File: config.mk
export PLATFORM = sky130hd
export DESIGN_NAME = frame_reader
export DESIGN_NICKNAME = d
export VERILOG_FILES = /design/src/rtl/img_pkg.sv /design/src/rtl/pix_skid_fifo.sv /design/src/rtl/frame_reader.sv
export SDC_FILE = /design/constraint.sdc
export NUM_CORES = 1
export LEC_CHECK = 0
export ABC_AREA = 1
export CAP_MARGIN = 30
export CORE_MARGIN = 4
export CORE_UTILIZATION = 25
export CTS_CLUSTER_SIZE = 28
export DETAILED_ROUTE_END_ITERATION = 8
export GPL_TIMING_DRIVEN = 1
export MAX_ROUTING_LAYER = met4
export SYNTH_ARGS = -nofsm -noshare
export SYNTH_HDL_FRONTEND = slang
export SYNTH_SLANG_ARGS = --single-unit
File: constraint.sdc
create_clock -name clk -period 2.9 [get_ports clk]
set_input_delay 0.58 -clock clk [delete_from_list [all_inputs] [get_ports clk]]
set_output_delay 0.58 -clock clk [all_outputs]
set_load 0.01 [all_outputs]
File: src/rtl/img_pkg.sv
// Shared image geometry, FSM state encoding and the pixel-stream payload
// used by the frame read path.
package img_pkg;

  localparam int unsigned HIEGHT = 30;
  localparam int unsigned WIDTH  = 30;
  localparam int unsigned BPP    = 3;

  localparam int unsigned PIXELS = HIEGHT * WIDTH;
  localparam int unsigned ADDR_W = $clog2(PIXELS);
  localparam int unsigned PIX_W  = 8 * BPP;
  localparam int unsigned COL_W  = $clog2(WIDTH);
  localparam int unsigned ROW_W  = $clog2(HIEGHT + 1);

  typedef enum logic [2:0] {
    IDLE  = 3'd0,
    ARMED = 3'd1,
    READ  = 3'd2,
    DRAIN = 3'd3,
    DONE  = 3'd4
  } state_e;

  // One stream beat: markers travel beside the pixel.
  typedef struct packed {
    logic             eof;
    logic             eol;
    logic             sof;
    logic [PIX_W-1:0] data;
  } pix_t;

endpackage

File: src/rtl/pix_skid_fifo.sv
// Two-entry FIFO that absorbs returning memory reads while the downstream
// stalls. Head entry drives the stream outputs directly from storage.
// Ports:
//   clk, rst  - clock, async active-high reset (empties FIFO, zeroes storage)
//   push, din - write one beat
//   pop       - remove head beat (ignored when empty)
//   dout      - head beat
//   count     - occupancy 0..2, used for read credit
module pix_skid_fifo
  import img_pkg::*;
(
  input  logic       clk,
  input  logic       rst,
  input  logic       push,
  input  pix_t       din,
  input  logic       pop,
  output pix_t       dout,
  output logic [1:0] count
);

  pix_t slot0_q;
  pix_t slot1_q;
  logic wr_ptr_q;
  logic rd_ptr_q;
  logic do_pop_c;

  assign do_pop_c = pop && (count != 2'd0);
  assign dout     = rd_ptr_q ? slot1_q : slot0_q;

  // Storage, pointers and occupancy
  always_ff @(posedge clk or posedge rst) begin
    if (rst) begin
      slot0_q  <= '0;
      slot1_q  <= '0;
      wr_ptr_q <= 1'b0;
      rd_ptr_q <= 1'b0;
      count    <= 2'd0;
    end else begin
      if (push) begin
        if (wr_ptr_q) slot1_q <= din;
        else          slot0_q <= din;
        wr_ptr_q <= ~wr_ptr_q;
      end
      if (do_pop_c) rd_ptr_q <= ~rd_ptr_q;
      count <= count + 2'(push) - 2'(do_pop_c);
    end
  end

endmodule

File: src/rtl/frame_reader.sv
// Read side of the frame memory: once a frame is loaded, sweeps the memory in
// raster order and presents it as a valid/ready pixel stream with sof/eol/eof.
// Ports:
//   clk, rst     - clock, async active-high reset
//   start        - one-cycle request to stream a frame (ignored while busy)
//   mem_done     - memory reports a loaded frame (sampled in ARMED only)
//   mem_rd_en    - read strobe, mem_rd_addr - next address to issue
//   mem_rd_data  - read data, valid one cycle after the issuing edge
//   m_valid/m_ready/m_data/m_sof/m_eol/m_eof - output pixel stream
//   busy         - frame in progress, frame_done - one-cycle end pulse
module frame_reader
  import img_pkg::*;
(
  input  logic              clk,
  input  logic              rst,
  input  logic              start,
  input  logic              mem_done,
  output logic              mem_rd_en,
  output logic [ADDR_W-1:0] mem_rd_addr,
  input  logic [PIX_W-1:0]  mem_rd_data,
  output logic              m_valid,
  input  logic              m_ready,
  output logic [PIX_W-1:0]  m_data,
  output logic              m_sof,
  output logic              m_eol,
  output logic              m_eof,
  output logic              busy,
  output logic              frame_done
);

  state_e           state_q;
  state_e           state_d;
  logic [COL_W-1:0] col_q;
  logic [ROW_W-1:0] row_q;
  logic             inflight_q;
  logic             pend_sof_q;
  logic             pend_eol_q;
  logic             pend_eof_q;

  logic [1:0]       fifo_count;
  pix_t             fifo_in;
  pix_t             fifo_out;
  logic             xfer_c;
  logic [1:0]       occ_c;
  logic             credit_c;
  logic             last_addr_c;
  logic             last_col_c;

  assign m_valid = (fifo_count != 2'd0);
  assign m_data  = fifo_out.data;
  assign m_sof   = fifo_out.sof;
  assign m_eol   = fifo_out.eol;
  assign m_eof   = fifo_out.eof;
  assign xfer_c  = m_valid && m_ready;

  // Slots committed after this edge; the beat leaving now frees its slot,
  // which is what lets a steady stream sustain one pixel per cycle.
  assign occ_c       = 2'(inflight_q) + fifo_count - 2'(xfer_c);
  assign credit_c    = (occ_c < 2'd2);
  assign last_addr_c = (mem_rd_addr == ADDR_W'(PIXELS - 1));
  assign last_col_c  = (col_q == COL_W'(WIDTH - 1));

  assign fifo_in.eof  = pend_eof_q;
  assign fifo_in.eol  = pend_eol_q;
  assign fifo_in.sof  = pend_sof_q;
  assign fifo_in.data = mem_rd_data;

  pix_skid_fifo u_fifo (
    .clk   (clk),
    .rst   (rst),
    .push  (inflight_q),
    .din   (fifo_in),
    .pop   (xfer_c),
    .dout  (fifo_out),
    .count (fifo_count)
  );

  // State register
  always_ff @(posedge clk or posedge rst) begin
    if (rst) state_q <= IDLE;
    else     state_q <= state_d;
  end

  // Next state, read strobe and status
  always_comb begin
    state_d    = state_q;
    mem_rd_en  = 1'b0;
    busy       = (state_q != IDLE);
    frame_done = 1'b0;
    case (state_q)
      IDLE:  if (start) state_d = ARMED;
      ARMED: if (mem_done) state_d = READ;
      READ: begin
        mem_rd_en = credit_c;
        if (credit_c && last_addr_c) state_d = DRAIN;
      end
      DRAIN: if (xfer_c && fifo_out.eof) state_d = DONE;
      DONE: begin
        frame_done = 1'b1;
        state_d    = IDLE;
      end
      default: state_d = IDLE;
    endcase
  end

  // Address / raster counters and the one-deep in-flight marker stage
  always_ff @(posedge clk or posedge rst) begin
    if (rst) begin
      mem_rd_addr <= '0;
      col_q       <= '0;
      row_q       <= '0;
      inflight_q  <= 1'b0;
      pend_sof_q  <= 1'b0;
      pend_eol_q  <= 1'b0;
      pend_eof_q  <= 1'b0;
    end else begin
      inflight_q <= mem_rd_en;
      if (mem_rd_en) begin
        pend_sof_q  <= (mem_rd_addr == '0);
        pend_eol_q  <= last_col_c;
        pend_eof_q  <= last_addr_c;
        mem_rd_addr <= mem_rd_addr + ADDR_W'(1);
        if (last_col_c) begin
          col_q <= '0;
          row_q <= row_q + ROW_W'(1);
        end else begin
          col_q <= col_q + COL_W'(1);
        end
      end else if (state_q == DONE) begin
        mem_rd_addr <= '0;
        col_q       <= '0;
        row_q       <= '0;
      end
    end
  end

endmodule
==> results.sh, run 1 <==
export IMPL_synth_area_sq_um=3760
export IMPL_hold_violations=0
export IMPL_wl_per_cell_microns=12.2
export IMPL_die_w_microns=131
export IMPL_fmax_mhz=374
export IMPL_yosysTopAreaCellShare_pct=53.2
export IMPL_drtIter0Drc=171
export IMPL_hp_class="flop to flop"
export IMPL_dp_hpwl_microns=5920
export IMPL_ctsHoldBuffers=0
export IMPL_async_reset_ff_share_pct=100
export IMPL_maxCapViolCount=0
export IMPL_endpoint_kind="output pin"
export IMPL_clkPwrFrac_pct=21.4
export IMPL_p_per_area_nw_per_um2=1140
export IMPL_synth_edf_count=0
export IMPL_yosys_top_cells_count="nand2_1 (167), dfrtp_1 (80), o21ai_0 (52)"
export IMPL_vias=3168
export IMPL_dieArea_sq_um=17100
export IMPL_path_class="flop to output pin"
export IMPL_final_area_sq_um=4960
export IMPL_finalSetupViolCount=0
export IMPL_post_route_drc_count=0
export IMPL_grt_overflow=0
export IMPL_tightest_slew_ns=0.926
export IMPL_path_clk_slew_ns=0.06
export IMPL_viasPerCell=4.42
export IMPL_ys_top_cells_by_area="dfrtp_1 (53%), nand2_1 (17%), o21ai_0 (6.9%)"
export IMPL_skew_ns=0.00538
export IMPL_status="completed"
export IMPL_setup_ws_ns=0.228
export IMPL_grt_use_total_pct=11.3
export IMPL_cpMaxStageDelayCell="clkdlybuf4s50_1"
export IMPL_antenna_found_initial=0
export IMPL_rsz0062_at_grt="false"
export IMPL_placed_area_sq_um=4630
export IMPL_slew_headroom_pct=38.3
export IMPL_cp_start_kind="flop"
export IMPL_synth_top_cell_by_area="dfrtp_1"
export IMPL_portBuffers=69
export IMPL_cellLeakagePower_nw=2.37
export IMPL_cts_buffer_depth=2
export IMPL_cts_made_buffers=9
export IMPL_num_rows=44
export IMPL_avgSynthCellArea_sq_um=8.11
export IMPL_path_max_fanout=9
export IMPL_gp_congestion=0.807
export IMPL_area_delta_synth_final_pct=31.8
export IMPL_grt_pass1_wl_microns=14800
export IMPL_synthCells=464
export IMPL_dr_pass1_iters=4
export IMPL_crit_chain="ha_1, inv_1, nand3_1, nand2_2, nand3_4, inv_4, clkdlybuf4s50_1"
export IMPL_p_int_w=0.00347
export IMPL_ios=70
export IMPL_htreeDepth=3
export IMPL_p_switching_w=0.00216
export IMPL_cts_tree="built"
export IMPL_required_ns=2.32
export IMPL_ys_warn_count=0
export IMPL_power_frac_comb_pct=44.6
export IMPL_synth_most_common_cell="nand2_1"
export IMPL_seqPwrFrac_pct=34.0
export IMPL_postRouteAntennaNets=0
export IMPL_drive_gt1_share_pct=6.57
export IMPL_synth_fp_nets=499
export IMPL_cp_slowest_stage_delay_ns=0.54
export IMPL_die_h_microns=131
export IMPL_insertedDiodeCount=0
export IMPL_rr_worst_depth=10
export IMPL_grt_pass1_vias=3109
export IMPL_clk_latency_ns=0.33
export IMPL_coreArea_sq_um=14600
export IMPL_finalWirelength_microns=8730
export IMPL_peakVddDrop_uv=436
export IMPL_timing_max_transition_violations_final=0
export IMPL_period_share_pct=92.1
export IMPL_synth_ff_type="dfrtp_1"
export IMPL_clockRootBuffer="clkbuf_16"
export IMPL_min_period_ns=2.67
export IMPL_synth_cell_type_count=33
export IMPL_nets=563
export IMPL_cts_setup_buffers=0
export IMPL_cts_repair_resized=0
export IMPL_place_ws_ns=0.268
export IMPL_swShare_pct=38.4
export IMPL_hold_depth=2
export IMPL_fillers=1551
export IMPL_fin_tns_setup_ns=0
export IMPL_start_util_pct=25.7
export IMPL_ys_seq_area_share_pct=53.2
export IMPL_cp_arrival_ns=2.09
export IMPL_cts_sink_count=80
export IMPL_grt_max_degree=56
export IMPL_synth_seq_cells=80
placed cells by master, fill, tap and decap left out, drive strengths merged:
| cell | Yosys | layout |
|---|---|---|
| xor2 | 4 | 4 |
| or2 | 3 | 3 |
| a21o | 1 | 1 |
| o21a | 1 | 1 |
| buf | 8 | 3 |
| nand2 | 170 | 170 |
| o31ai | 1 | 1 |
| clkinv | 1 | 3 |
| nor2 | 14 | 14 |
| dfrtp | 80 | 80 |
| nand3b | 1 | 1 |
| nand3 | 28 | 28 |
| ha | 6 | 6 |
| nor3 | 3 | 3 |
| a21oi | 2 | 2 |
| clkdlybuf4s50 | 0 | 69 |
| clkinvlp | 0 | 2 |
| clkbuf | 11 | 11 |
| nand4 | 4 | 4 |
| xnor2 | 3 | 3 |
| inv | 53 | 52 |
| bufinv | 0 | 2 |
| o211ai | 1 | 1 |
| o21ai | 69 | 69 |
power groups by stage:
stage	clock network [W]	registers [W]	logic [W]
2_1_floorplan	0	0.00186	0.00158
3_5_place_dp	0	0.00193	0.00256
6_report	0.00121	0.00191	0.00251
5_1_grt	0.00130	0.00198	0.00286
3_3_place_gp	0	0.00190	0.00249
4_1_cts	0.00125	0.00191	0.00257
critical path, delay by kind of cell, from the launching register on:
kind                       cells  cell delay, ns
buffers and inverters          3            0.75
adders and majority gates      1            0.30
and+or+nand+nor                3            0.29
DFF                            1            0.42
area by class of cell:
| type | instances | area (sq um) | share of cell area (%) |
|---|---|---|---|
| clock buffer | 11 | 243 | 4.90 |
| multi-input combinational | 311 | 1470 | 29.6 |
| timing repair buffer | 72 | 726 | 14.6 |
| clock inverter | 5 | 80.1 | 1.62 |
| inverter | 54 | 206 | 4.17 |
| tap | 184 | 230 | 4.65 |
| sequential | 80 | 2000 | 40.4 |
stage by stage:
| step | cells | power (W) | hold WS, ns | utilization [%] |
|---|---|---|---|---|
| 2_1_floorplan | 464 | 0.00344 | 0.452 | - |
| 3_3_place_gp | 701 | 0.00440 | 0.466 | 31.6 |
| 3_5_place_dp | 701 | 0.00449 | 0.473 | 31.6 |
| 4_1_cts | 717 | 0.00573 | 0.488 | 33.8 |
| 5_1_grt | 717 | 0.00613 | 0.501 | 33.8 |
| 6_report | 717 | 0.00563 | 0.482 | 33.8 |
cells by family (layout without fill, tap and decap cells):
family,after synthesis,count (layout),share of synthesized area [%]
flip-flops,80,80,53.2
AND/OR/NAND/NOR,223,223,25.1
XOR/XNOR,7,7,1.63
adder cells (fa/ha/maj),6,6,2.00
buffers and inverters,73,142,7.78
AO/OA/AOI/OAI,75,75,10.2
sequential cells by signal, summed over array words and instances (netlist names):
name / count
u_fifo.count: 2
u_fifo.wr_ptr_q: 1
col_q: 5
pend_sof_q: 1
pend_eol_q: 1
u_fifo.slot1_q: 27
state_q: 3
pend_eof_q: 1
u_fifo.rd_ptr_q: 1
u_fifo.slot0_q: 27
mem_rd_addr: 10
inflight_q: 1
worst paths after layout:
| kind | start | to | slack (ns) |
|---|---|---|---|
| hold reg to reg | pend_sof_q | pend_sof_q | 0.48 |
| setup / recovery | inflight_q | mem_rd_en | 0.23 |
| min in group asynchronous | rst | u_fifo.slot1_q[1] | 0.62 |
| setup reg to reg | inflight_q | mem_rd_addr[7] | 1.20 |
| hold / removal | pend_sof_q | pend_sof_q | 0.48 |
| max in group asynchronous | rst | mem_rd_addr[2] | 1.63 |
layer usage:
metal	vias to the layer above	global-route usage, %	part of all wire (%)
li1	1581	-	-
met1	1506	13.8	46
met2	69	18.4	48
met3	12	2.97	4.9
met4	0	3.27	1.4
met5	-	-	0
Power figures use the tool's default switching activity.
==> inputs of run 2 (changes only) <==
--- a/config.mk
+++ b/config.mk
@@ -6,13 +6,15 @@
 export NUM_CORES = 1
 export LEC_CHECK = 0
 export ABC_AREA = 1
+export ABC_CLOCK_PERIOD_IN_PS = 2900
 export CAP_MARGIN = 30
 export CORE_MARGIN = 4
-export CORE_UTILIZATION = 25
+export CORE_UTILIZATION = 52
 export CTS_CLUSTER_SIZE = 28
 export DETAILED_ROUTE_END_ITERATION = 8
 export GPL_TIMING_DRIVEN = 1
 export MAX_ROUTING_LAYER = met4
+export PLACE_DENSITY = 0.8
 export SYNTH_ARGS = -nofsm -noshare
 export SYNTH_HDL_FRONTEND = slang
 export SYNTH_SLANG_ARGS = --single-unit
==> run 2 against run 1 <==
Compared with the run above:
- register-to-register slack improved by 0.05 ns
- sequential power about the same
- core utilization grew 35 points
- largest power group unchanged
- sequential cell count unchanged
- critical path depth stayed put
- worst setup slack improved by 0.013 ns
- sequential share of layout area rose by 1.8 points
- clock power decreased by 31%
- critical endpoint unchanged
- fmax up 0.48%
- count of clock-buffer cells in the layout shrank 1
- first-iteration DRC count rose by 6.4%
- largest cell class unchanged
- clock skew is 0.0048 ns higher
==> results.sh, run 2 (synthesized netlist as in run 1, its figures left out) <==
export IMPL_fin_util_pct=68.7
export IMPL_path_class="flop to output pin"
export IMPL_cts_repair_resized=0
export IMPL_grt_max_degree=56
export IMPL_hold_violations=0
export IMPL_ctsHoldBuffers=0
export IMPL_mostFrequentLayoutCells="nand2_1 (167), dfrtp_1 (80), clkdlybuf4s50_1 (69)"
export IMPL_cts_made_buffers=9
export IMPL_fmax_mhz=376
export IMPL_wl_per_cell_microns=12.5
export IMPL_fin_tns_setup_ns=0
export IMPL_p_int_w=0.00314
export IMPL_cp_arrival_ns=2.08
export IMPL_dieArea_sq_um=8660
export IMPL_start_util_pct=54.5
export IMPL_area_delta_synth_final_pct=26.2
export IMPL_gp_congestion=0.824
export IMPL_cts_sink_count=80
export IMPL_finalSetupViolCount=0
export IMPL_cp_start_kind="flop"
export IMPL_htreeDepth=3
export IMPL_nets=564
export IMPL_maxCapViolCount=0
export IMPL_grt_overflow=0
export IMPL_die_h_microns=93.0
export IMPL_viasPerCell=5.02
export IMPL_path_max_fanout=9
export IMPL_drtIter0Drc=182
export IMPL_insertedDiodeCount=0
export IMPL_largestRegisters="u_fifo.slot0_q x27, u_fifo.slot1_q x27, mem_rd_addr x10"
export IMPL_post_route_drc_count=0
export IMPL_total_power_w=0.00526
export IMPL_grt_use_total_pct=19.8
export IMPL_antenna_found_initial=0
export IMPL_cellLeakagePower_nw=2.32
export IMPL_dp_hpwl_microns=5320
export IMPL_power_frac_comb_pct=47.7
export IMPL_num_rows=30
export IMPL_postRouteAntennaNets=0
export IMPL_final_common_cell="nand2_1"
export IMPL_skew_ns=0.0102
export IMPL_regArea_sq_um=2000
export IMPL_tightest_slew_ns=0.918
export IMPL_numPlacedInstances=614
export IMPL_peakVddDrop_uv=578
export IMPL_coreArea_sq_um=6910
export IMPL_portBuffers=69
export IMPL_clockRootBuffer="clkbuf_8"
export IMPL_grt_pass1_vias=3069
export IMPL_die_w_microns=93.0
export IMPL_p_per_area_nw_per_um2=1110
export IMPL_rsz0062_at_grt="false"
export IMPL_hp_class="flop to flop"
export IMPL_required_ns=2.32
export IMPL_ios=70
export IMPL_seqPwrFrac_pct=36.4
export IMPL_multiInputGateArea_sq_um=1470
export IMPL_clkPwrFrac_pct=15.9
export IMPL_period_share_pct=91.7
export IMPL_fillers=565
export IMPL_status="completed"
export IMPL_drive_gt1_share_pct=6.74
export IMPL_path_clk_slew_ns=0.08
export IMPL_endpoint_kind="output pin"
export IMPL_timing_max_transition_violations_final=0
export IMPL_instances_no_fill=630
export IMPL_min_period_ns=2.66
export IMPL_vias=3164
export IMPL_cts_buffer_depth=2
export IMPL_grt_pass1_wl_microns=13500
export IMPL_cts_setup_buffers=0
export IMPL_clk_latency_ns=0.36
export IMPL_dr_pass1_iters=4
export IMPL_finalWirelength_microns=7880
export IMPL_slew_headroom_pct=38.8
export IMPL_cts_tree="built"
export IMPL_p_switching_w=0.00212
export IMPL_swShare_pct=40.3
==> run 2: cell count changes in the layout (fill, tap and decap cells not counted), sizes merged <==
cell    before  now
inv         52   53
bufinv       2    1
clkinv       3    4
buf          3    4
clkbuf      11   10
==> run 2: cell type report <==
type	instances	area share (%)
Clock inverter	6	1.42
Sequential cell	80	42.2
Timing Repair Buffer	73	15.7
Tap cell	96	2.53
Clock buffer	10	2.90
Multi-Input combinational cell	311	30.9
Inverter	54	4.35
==> run 2: final timing paths <==
| path | from | end | slack (ns) | cells after the start |
|---|---|---|---|---|
| min in group asynchronous | rst | col_q[2] | 0.66 | 2 |
| setup / recovery | inflight_q | mem_rd_en | 0.24 | 7 |
| max in group asynchronous | rst | u_fifo.slot0_q[13] | 1.60 | 3 |
| hold / removal | u_fifo.slot0_q[24] | u_fifo.slot0_q[24] | 0.49 | 2 |
| hold reg to reg | u_fifo.slot0_q[24] | u_fifo.slot0_q[24] | 0.49 | 2 |
| setup reg to reg | inflight_q | mem_rd_addr[7] | 1.25 | 10 |
==> run 2: layer usage <==
metal / up-vias / GRT usage, % / part of all wire, % / wire [microns]
met5: - / - / 0 / 0
met4: 0 / 7.45 / 1.3 / 104
met3: 10 / 3.06 / 4.5 / 358
met2: 84 / 32.5 / 48 / 3780
met1: 1482 / 24.9 / 46 / 3630
li1: 1588 / - / - / -
==> run 2: worst max-delay path: stages, from the launching register on <==
cell and delay [ns]:
dfrtp_1 0.40, ha_1 0.29, inv_1 0.10, nand3_1 0.10, nand2_2 0.10, nand3_4 0.09
inv_4 0.11, clkdlybuf4s50_1 0.54
==> run 2: through the flow <==
step                      area [sq um]  setup slack [ns]  hold WS (ns)
after floorplan                   3760             0.268         0.452
after global placement            4540             0.316         0.466
after detailed placement          4540             0.284         0.473
after CTS                         4750             0.206         0.491
after global routing              4750             0.120         0.513
final                             4750             0.241         0.485
==> run 2: power by group through the flow <==
stage / clock, W / combinational (W) / sequential, W
after CTS: 0.000849 / 0.00254 / 0.00191
after global placement: 0 / 0.00246 / 0.00191
after detailed placement: 0 / 0.00253 / 0.00193
after floorplan: 0 / 0.00158 / 0.00186
final: 0.000837 / 0.00251 / 0.00191
after global routing: 0.000897 / 0.00282 / 0.00198
